<file path="config.mk">
export PLATFORM = sky130hd
export DESIGN_NAME = pulse_framer
export DESIGN_NICKNAME = d
export VERILOG_FILES = /design/src/rtl/pulse_avg_pkg.sv /design/src/rtl/axi_fifo_flop.sv /design/src/rtl/pulse_framer.sv
export SDC_FILE = /design/constraint.sdc
export NUM_CORES = 1
export LEC_CHECK = 0
export CORE_MARGIN = 2
export CORE_UTILIZATION = 35
export CTS_BUF_LIST = sky130_fd_sc_hd__clkbuf_8
export DETAILED_ROUTE_END_ITERATION = 10
export PLACE_DENSITY = 0.64
export SYNTH_ARGS = -nofsm -noshare
export SYNTH_HDL_FRONTEND = slang
export SYNTH_SLANG_ARGS = --single-unit
</file>
<file path="constraint.sdc">
create_clock -name clk -period 3.6 [get_ports clk]
set_input_delay 1.08 -clock clk [delete_from_list [all_inputs] [get_ports clk]]
set_output_delay 1.08 -clock clk [all_outputs]
set_load 0.05 [all_outputs]
</file>
<file path="src/rtl/pulse_avg_pkg.sv">
// Shared definitions for the pulse averaging datapath (framer and averaging core).
package pulse_avg_pkg;

    // Largest pulse, in samples, that the averaging path supports.
    localparam int unsigned MaxPulseSizeDefault = 8192;

    // Framer control states.
    typedef enum logic [1:0] {
        StIdle,
        StFrame,
        StFlush
    } pulse_state_e;

endpackage

</file>
<file path="src/rtl/axi_fifo_flop.sv">
// Single-entry AXI-Stream register slice with full throughput and a synchronous drop.
module axi_fifo_flop #(
    parameter int unsigned Width = 32
) (
    input  logic             clk_i,
    input  logic             rst_i,
    input  logic             clear_i,
    input  logic [Width-1:0] in_data_i,
    input  logic             in_valid_i,
    output logic             in_ready_o,
    output logic [Width-1:0] out_data_o,
    output logic             out_valid_o,
    input  logic             out_ready_i
);

    logic [Width-1:0] data_q, data_d;
    logic             valid_q, valid_d;

    // Accept whenever the slot is empty or is being drained this cycle.
    assign in_ready_o  = !valid_q || out_ready_i;
    assign out_data_o  = data_q;
    assign out_valid_o = valid_q;

    // Next-state: load on input handshake, empty on output handshake, clear drops the entry.
    always_comb begin
        data_d  = data_q;
        valid_d = valid_q;
        if (clear_i) begin
            valid_d = 1'b0;
        end else if (in_valid_i && in_ready_o) begin
            valid_d = 1'b1;
            data_d  = in_data_i;
        end else if (out_ready_i) begin
            valid_d = 1'b0;
        end
    end

    // Storage register with synchronous reset.
    always_ff @(posedge clk_i) begin
        if (rst_i) begin
            data_q  <= '0;
            valid_q <= 1'b0;
        end else begin
            data_q  <= data_d;
            valid_q <= valid_d;
        end
    end

endmodule

</file>
<file path="src/rtl/pulse_framer.sv">
// Cuts an incoming sample stream into num_avg pulses of pulse_size samples after an arm strobe,
// marking the last sample of each pulse and holding the pulse's first tuser for all its samples.
module pulse_framer
    import pulse_avg_pkg::*;
#(
    parameter int unsigned MAX_PULSE_SIZE = MaxPulseSizeDefault,
    parameter int unsigned WIDTH          = 32,
    parameter int unsigned USER_WIDTH     = 128
) (
    input  logic                  clk,
    input  logic                  reset,
    input  logic                  clear,
    input  logic                  arm,
    input  logic [31:0]           pulse_size,
    input  logic [31:0]           num_avg,
    input  logic [WIDTH-1:0]      i_tdata,
    input  logic [USER_WIDTH-1:0] i_tuser,
    input  logic                  i_tvalid,
    input  logic                  i_tlast,
    output logic                  i_tready,
    output logic [WIDTH-1:0]      o_tdata,
    output logic [USER_WIDTH-1:0] o_tuser,
    output logic                  o_tvalid,
    output logic                  o_tlast,
    input  logic                  o_tready,
    output logic                  busy,
    output logic                  done,
    output logic [31:0]           pulse_count
);

    localparam int unsigned CntW  = $clog2(MAX_PULSE_SIZE) + 1;
    localparam int unsigned FlopW = 1 + USER_WIDTH + WIDTH;

    pulse_state_e          state_q, state_d;
    logic [CntW-1:0]       sz_q, sz_d;
    logic [31:0]           na_q, na_d;
    logic [CntW-1:0]       sample_cnt_q, sample_cnt_d;
    logic [31:0]           pulse_count_q, pulse_count_d;
    logic [USER_WIDTH-1:0] user_q, user_d;

    logic                  flop_in_valid, flop_in_ready;
    logic                  first_sample, last_sample;
    logic [USER_WIDTH-1:0] cur_user;
    logic [FlopW-1:0]      flop_out;

    // Incoming tlast is deliberately ignored; framing is purely count based.
    logic unused_tlast;
    assign unused_tlast = i_tlast;

    assign first_sample = (sample_cnt_q == '0);
    assign last_sample  = (sample_cnt_q == sz_q - CntW'(1));
    assign cur_user     = first_sample ? i_tuser : user_q;

    // Next-state, handshake and done logic; clear or reset overrides everything else.
    always_comb begin
        state_d       = state_q;
        sz_d          = sz_q;
        na_d          = na_q;
        sample_cnt_d  = sample_cnt_q;
        pulse_count_d = pulse_count_q;
        user_d        = user_q;
        flop_in_valid = 1'b0;
        i_tready      = 1'b0;
        done          = 1'b0;

        unique case (state_q)
            StIdle: begin
                i_tready = 1'b1;
                if (arm) begin
                    if (pulse_size == 32'd0) begin
                        sz_d = CntW'(1);
                    end else if (pulse_size > 32'(MAX_PULSE_SIZE)) begin
                        sz_d = CntW'(MAX_PULSE_SIZE);
                    end else begin
                        sz_d = CntW'(pulse_size);
                    end
                    na_d          = (num_avg == 32'd0) ? 32'd1 : num_avg;
                    sample_cnt_d  = '0;
                    pulse_count_d = '0;
                    state_d       = StFrame;
                end
            end
            StFrame: begin
                i_tready      = flop_in_ready;
                flop_in_valid = i_tvalid;
                if (i_tvalid && flop_in_ready) begin
                    if (first_sample) begin
                        user_d = i_tuser;
                    end
                    if (last_sample) begin
                        sample_cnt_d  = '0;
                        pulse_count_d = pulse_count_q + 32'd1;
                        if (pulse_count_q == na_q - 32'd1) begin
                            state_d = StFlush;
                        end
                    end else begin
                        sample_cnt_d = sample_cnt_q + CntW'(1);
                    end
                end
            end
            StFlush: begin
                // The register slot holds exactly the final sample of the burst here.
                if (o_tvalid && o_tready && o_tlast) begin
                    done    = 1'b1;
                    state_d = StIdle;
                end
            end
            default: begin
                state_d = StIdle;
            end
        endcase

        if (clear || reset) begin
            state_d       = StIdle;
            sample_cnt_d  = '0;
            pulse_count_d = '0;
            flop_in_valid = 1'b0;
            done          = 1'b0;
        end
    end

    // Control state registers.
    always_ff @(posedge clk) begin
        if (reset) begin
            state_q       <= StIdle;
            sz_q          <= CntW'(1);
            na_q          <= 32'd1;
            sample_cnt_q  <= '0;
            pulse_count_q <= '0;
            user_q        <= '0;
        end else begin
            state_q       <= state_d;
            sz_q          <= sz_d;
            na_q          <= na_d;
            sample_cnt_q  <= sample_cnt_d;
            pulse_count_q <= pulse_count_d;
            user_q        <= user_d;
        end
    end

    axi_fifo_flop #(
        .Width (FlopW)
    ) u_out_reg (
        .clk_i       (clk),
        .rst_i       (reset),
        .clear_i     (clear),
        .in_data_i   ({last_sample, cur_user, i_tdata}),
        .in_valid_i  (flop_in_valid),
        .in_ready_o  (flop_in_ready),
        .out_data_o  (flop_out),
        .out_valid_o (o_tvalid),
        .out_ready_i (o_tready)
    );

    assign o_tlast     = flop_out[FlopW-1];
    assign o_tuser     = flop_out[WIDTH +: USER_WIDTH];
    assign o_tdata     = flop_out[WIDTH-1:0];
    assign busy        = (state_q != StIdle);
    assign pulse_count = pulse_count_q;

endmodule

</file>
==> load_flow_metrics.sql <==
INSERT INTO impl_metrics (metric_group, metric, value, unit) VALUES
('outcome', 'outcome', 'finished, final reports clean', ''),
('cells_and_area', 'nNetsFinal', '2647', ''),
('floorplan', 'die_width', '225', 'µm'),
('pwr', 'worst_ir_drop_vdd', '0.287', 'mV'),
('placement', 'dp.final_hpwl', '37.0', 'mm'),
('setup_path', 'critical_path_class', 'input pin to output pin', ''),
('timing', 'finalSetupTns', '0', 'ps'),
('setup_path', 'cp.arrival', '2350', 'ps'),
('grt', 'groute.usage.overall', '21.2', '%'),
('grt', 'grt_antenna_before_repair', '9', ''),
('clock_tree', 'worst_skew_pair.late_latency', '650', 'ps'),
('floorplan', 'die_height', '225', 'µm'),
('routing', 'drt-vias-per-instance', '5.21', ''),
('setup_path', 'worst_setup_path_end_kind', 'output pin', ''),
('setup_path', 'reg2reg_depth', '7', ''),
('synth', 'syn_nets', '2271', ''),
('timing', 'max_slew.worst_pin.slew', '1060', 'ps'),
('min_path', 'hold_end', 'user_q[0]$_SDFFE_PP0P_', ''),
('min_path', 'timing.hold.worst.start', 'user_q[0]$_SDFFE_PP0P_', ''),
('pwr', 'total_leakage_power', '7.82', 'nW'),
('setup_path', 'path_cells', 'clkdlybuf4s50_1, nand3_1, nor4b_2, buf_4, buf_12', ''),
('setup_path', 'setup.worst_path.start_class', 'input pin', ''),
('clock_tree', 'clock_tree.root_cell', 'sky130_fd_sc_hd__clkbuf_8', ''),
('setup_path', 'timing.reg2reg.setup_slack', '390', 'ps'),
('timing', 'holdWs', '451', 'ps'),
('clock_tree', 'cts_hold_buffers', '0', ''),
('min_path', 'timing.hold.worst_path_depth', '2', ''),
('min_path', 'hold_path_class', 'flip-flop to flip-flop', ''),
('clock_tree', 'postCtsSetupRepairBufs', '0', ''),
('synth', 'asyncSetResetFlopFracSynth', '0', '%'),
('synth', 'synth_most_common_cell', 'sky130_fd_sc_hd__nand2_1', ''),
('grt', 'gr-total-overflow', '0', ''),
('grt', 'wire_length_of_the_first_global_routing_pass', '86.0', 'mm'),
('synth', 'synthDominantCellAreaShare', '45.1', '%'),
('floorplan', 'design.die.area', '50500', 'µm²'),
('setup_path', 'required', '2520', 'ps'),
('routing', 'routed-via-count', '16049', ''),
('routing', 'drt_iter0_markers', '1063', ''),
('placement', 'placed_area', '21900', 'µm²'),
('timing', 'period_share', '95.3', '%'),
('timing', 'fmax', '291', 'MHz'),
('timing', 'worst_slew_margin_rel', '29.0', '%'),
('timing', 'slew_viol_final', '0', ''),
('synth', 'synth_commonest_cells', 'sky130_fd_sc_hd__nand2_1 (392), sky130_fd_sc_hd__dfxtp_1 (384), sky130_fd_sc_hd__a21oi_1 (187), sky130_fd_sc_hd__clkbuf_1 (142), sky130_fd_sc_hd__o21ai_0 (142)', ''),
('clock_tree', 'cts_max_path_buffers', '3', ''),
('synth', 'yosys_warnings', '0', ''),
('synth', 'syn_area_per_cell', '8.38', 'µm²'),
('placement', 'post-place-ws', '167', 'ps'),
('setup_path', 'worstPathMaxFanout', '3', ''),
('placement', 'port-buffer-count', '426', ''),
('clock_tree', 'worst_setup_hold_path_clk_slew', '60', 'ps'),
('setup_path', 'timing.critical_path.slowest_cell_delay', '520', 'ps'),
('clock_tree', 'cts.sink_count', '384', ''),
('synth', 'syn_area', '17100', 'µm²'),
('floorplan', 'coreArea', '47900', 'µm²'),
('setup_path', 'critical_path.slowest_cell', 'sky130_fd_sc_hd__clkdlybuf4s50_1', ''),
('cells_and_area', 'finish.cell_count_without_fillers', '3083', ''),
('placement', 'numPlacedInstances', '2953', ''),
('setup_path', 'rr_startpoint', 'na_q[6]$_SDFFE_PP0P_', ''),
('pwr', 'pwr_density_cell', '417', 'nW/µm²'),
('job', 'max_cap_viol_count', '0', ''),
('synth', 'synth_enable_flop_cells', '0', ''),
('synth', 'yosysSeqAreaShare', '45.1', '%'),
('placement', 'globalplace.congestion', '0.855', ''),
('synth', 'yosys_register_bits', '384', ''),
('grt', 'grt_start_max_net_pins', '241', ''),
('cells_and_area', 'fill_cells', '4529', ''),
('routing', 'wire_per_inst', '17.8', 'µm'),
('clock_tree', 'post_cts_resize_count', '0', ''),
('timing', 'finalWorstPathRequiredPeriod', '3430', 'ps'),
('synth', 'synth.top_cells.by_area', 'sky130_fd_sc_hd__dfxtp_1 (45%), sky130_fd_sc_hd__nand2_1 (8.6%), sky130_fd_sc_hd__mux2i_1 (8.0%), sky130_fd_sc_hd__a21oi_1 (5.5%), sky130_fd_sc_hd__nand3b_1 (4.3%)', '');
-- final cells by class --
cell class	count	area, µm²	share of cell area [%]
well taps	615	769	3.29
clock inverters	33	214	0.914
flip-flops and latches	384	7690	32.8
inverters	18	67.6	0.288
clock buffers	91	1250	5.35
diodes	6	15.0	0.0641
repair buffers	463	4680	20.0
multi-input cells	1473	8730	37.3
-- worst max-delay path, delay by kind of cell --
| kind | cells | cell delay [ps] |
|---|---|---|
| buffers and inverters | 3 | 820 |
| and+or+nand+nor | 2 | 460 |
-- where the power goes --
group | leakage, nW | switching (mW) | internal [mW]
sequential | 3.11 | 0.0702 | 4.34
clock | 0.824 | 1.92 | 2.36
combinational | 3.89 | 0.566 | 0.516
-- worst max-delay path by stage --
| stage | depth (start not counted) | to | startpoint | slack (ps) |
|---|---|---|---|---|
| 5_1_grt | 5 | done | o_tready | 100 |
| 6_report | 5 | done | o_tready | 170 |
| 3_5_place_dp | 5 | done | o_tready | 170 |
| 4_1_cts | 5 | done | o_tready | 160 |
| 2_1_floorplan | 3 | done | reset | 50 |
| 3_3_place_gp | 5 | done | clear | 160 |
-- registers in the layout, summed over array words and instances, names as in the netlist --
name and flops:
na_q 32, u_out_reg.out_valid_o 1, user_q 128, sz_q 14, sample_cnt_q 14, u_out_reg.out_data_o 161
state_q 2, pulse_count 32
-- cell families after synthesis --
logic type | share of synthesized area, %
flip-flops | 45.1
AO/OA/AOI/OAI | 14.6
AND/OR/NAND/NOR | 24.2
buffers and inverters | 3.95
adder cells (fa/ha/maj) | 0.367
XOR/XNOR | 3.60
multiplexers | 8.24
-- routing by layer --
layer  GRT usage, %  up-vias  part of all wire (%)
met4           6.94        8                   2.5
li1               -     7911                     -
met2           35.0      463                    48
met1           25.9     7570                    42
met5              0        -                  0.10
met3           7.17       97                   7.4
-- cells in the final DEF (no fill, tap or decap), types with 20 or more instances in the layout --
cell and n:
sky130_fd_sc_hd__clkdlybuf4s50_1 423, sky130_fd_sc_hd__nand2_1 391, sky130_fd_sc_hd__dfxtp_1 384, sky130_fd_sc_hd__a21oi_1 187, sky130_fd_sc_hd__o21ai_0 142, sky130_fd_sc_hd__mux2i_1 137, sky130_fd_sc_hd__nand3b_1 98, sky130_fd_sc_hd__clkbuf_8 91
sky130_fd_sc_hd__nor2_1 87, sky130_fd_sc_hd__xnor2_1 42, sky130_fd_sc_hd__nand2b_1 38, sky130_fd_sc_hd__a211oi_1 38, sky130_fd_sc_hd__inv_1 37, sky130_fd_sc_hd__nor4_1 30, sky130_fd_sc_hd__nand3_1 29, sky130_fd_sc_hd__nand4_1 28
sky130_fd_sc_hd__or4_1 28, sky130_fd_sc_hd__xor2_1 28, sky130_fd_sc_hd__buf_4 28, sky130_fd_sc_hd__nor3_1 20
Note: power is estimated with default switching activity, not from simulation.
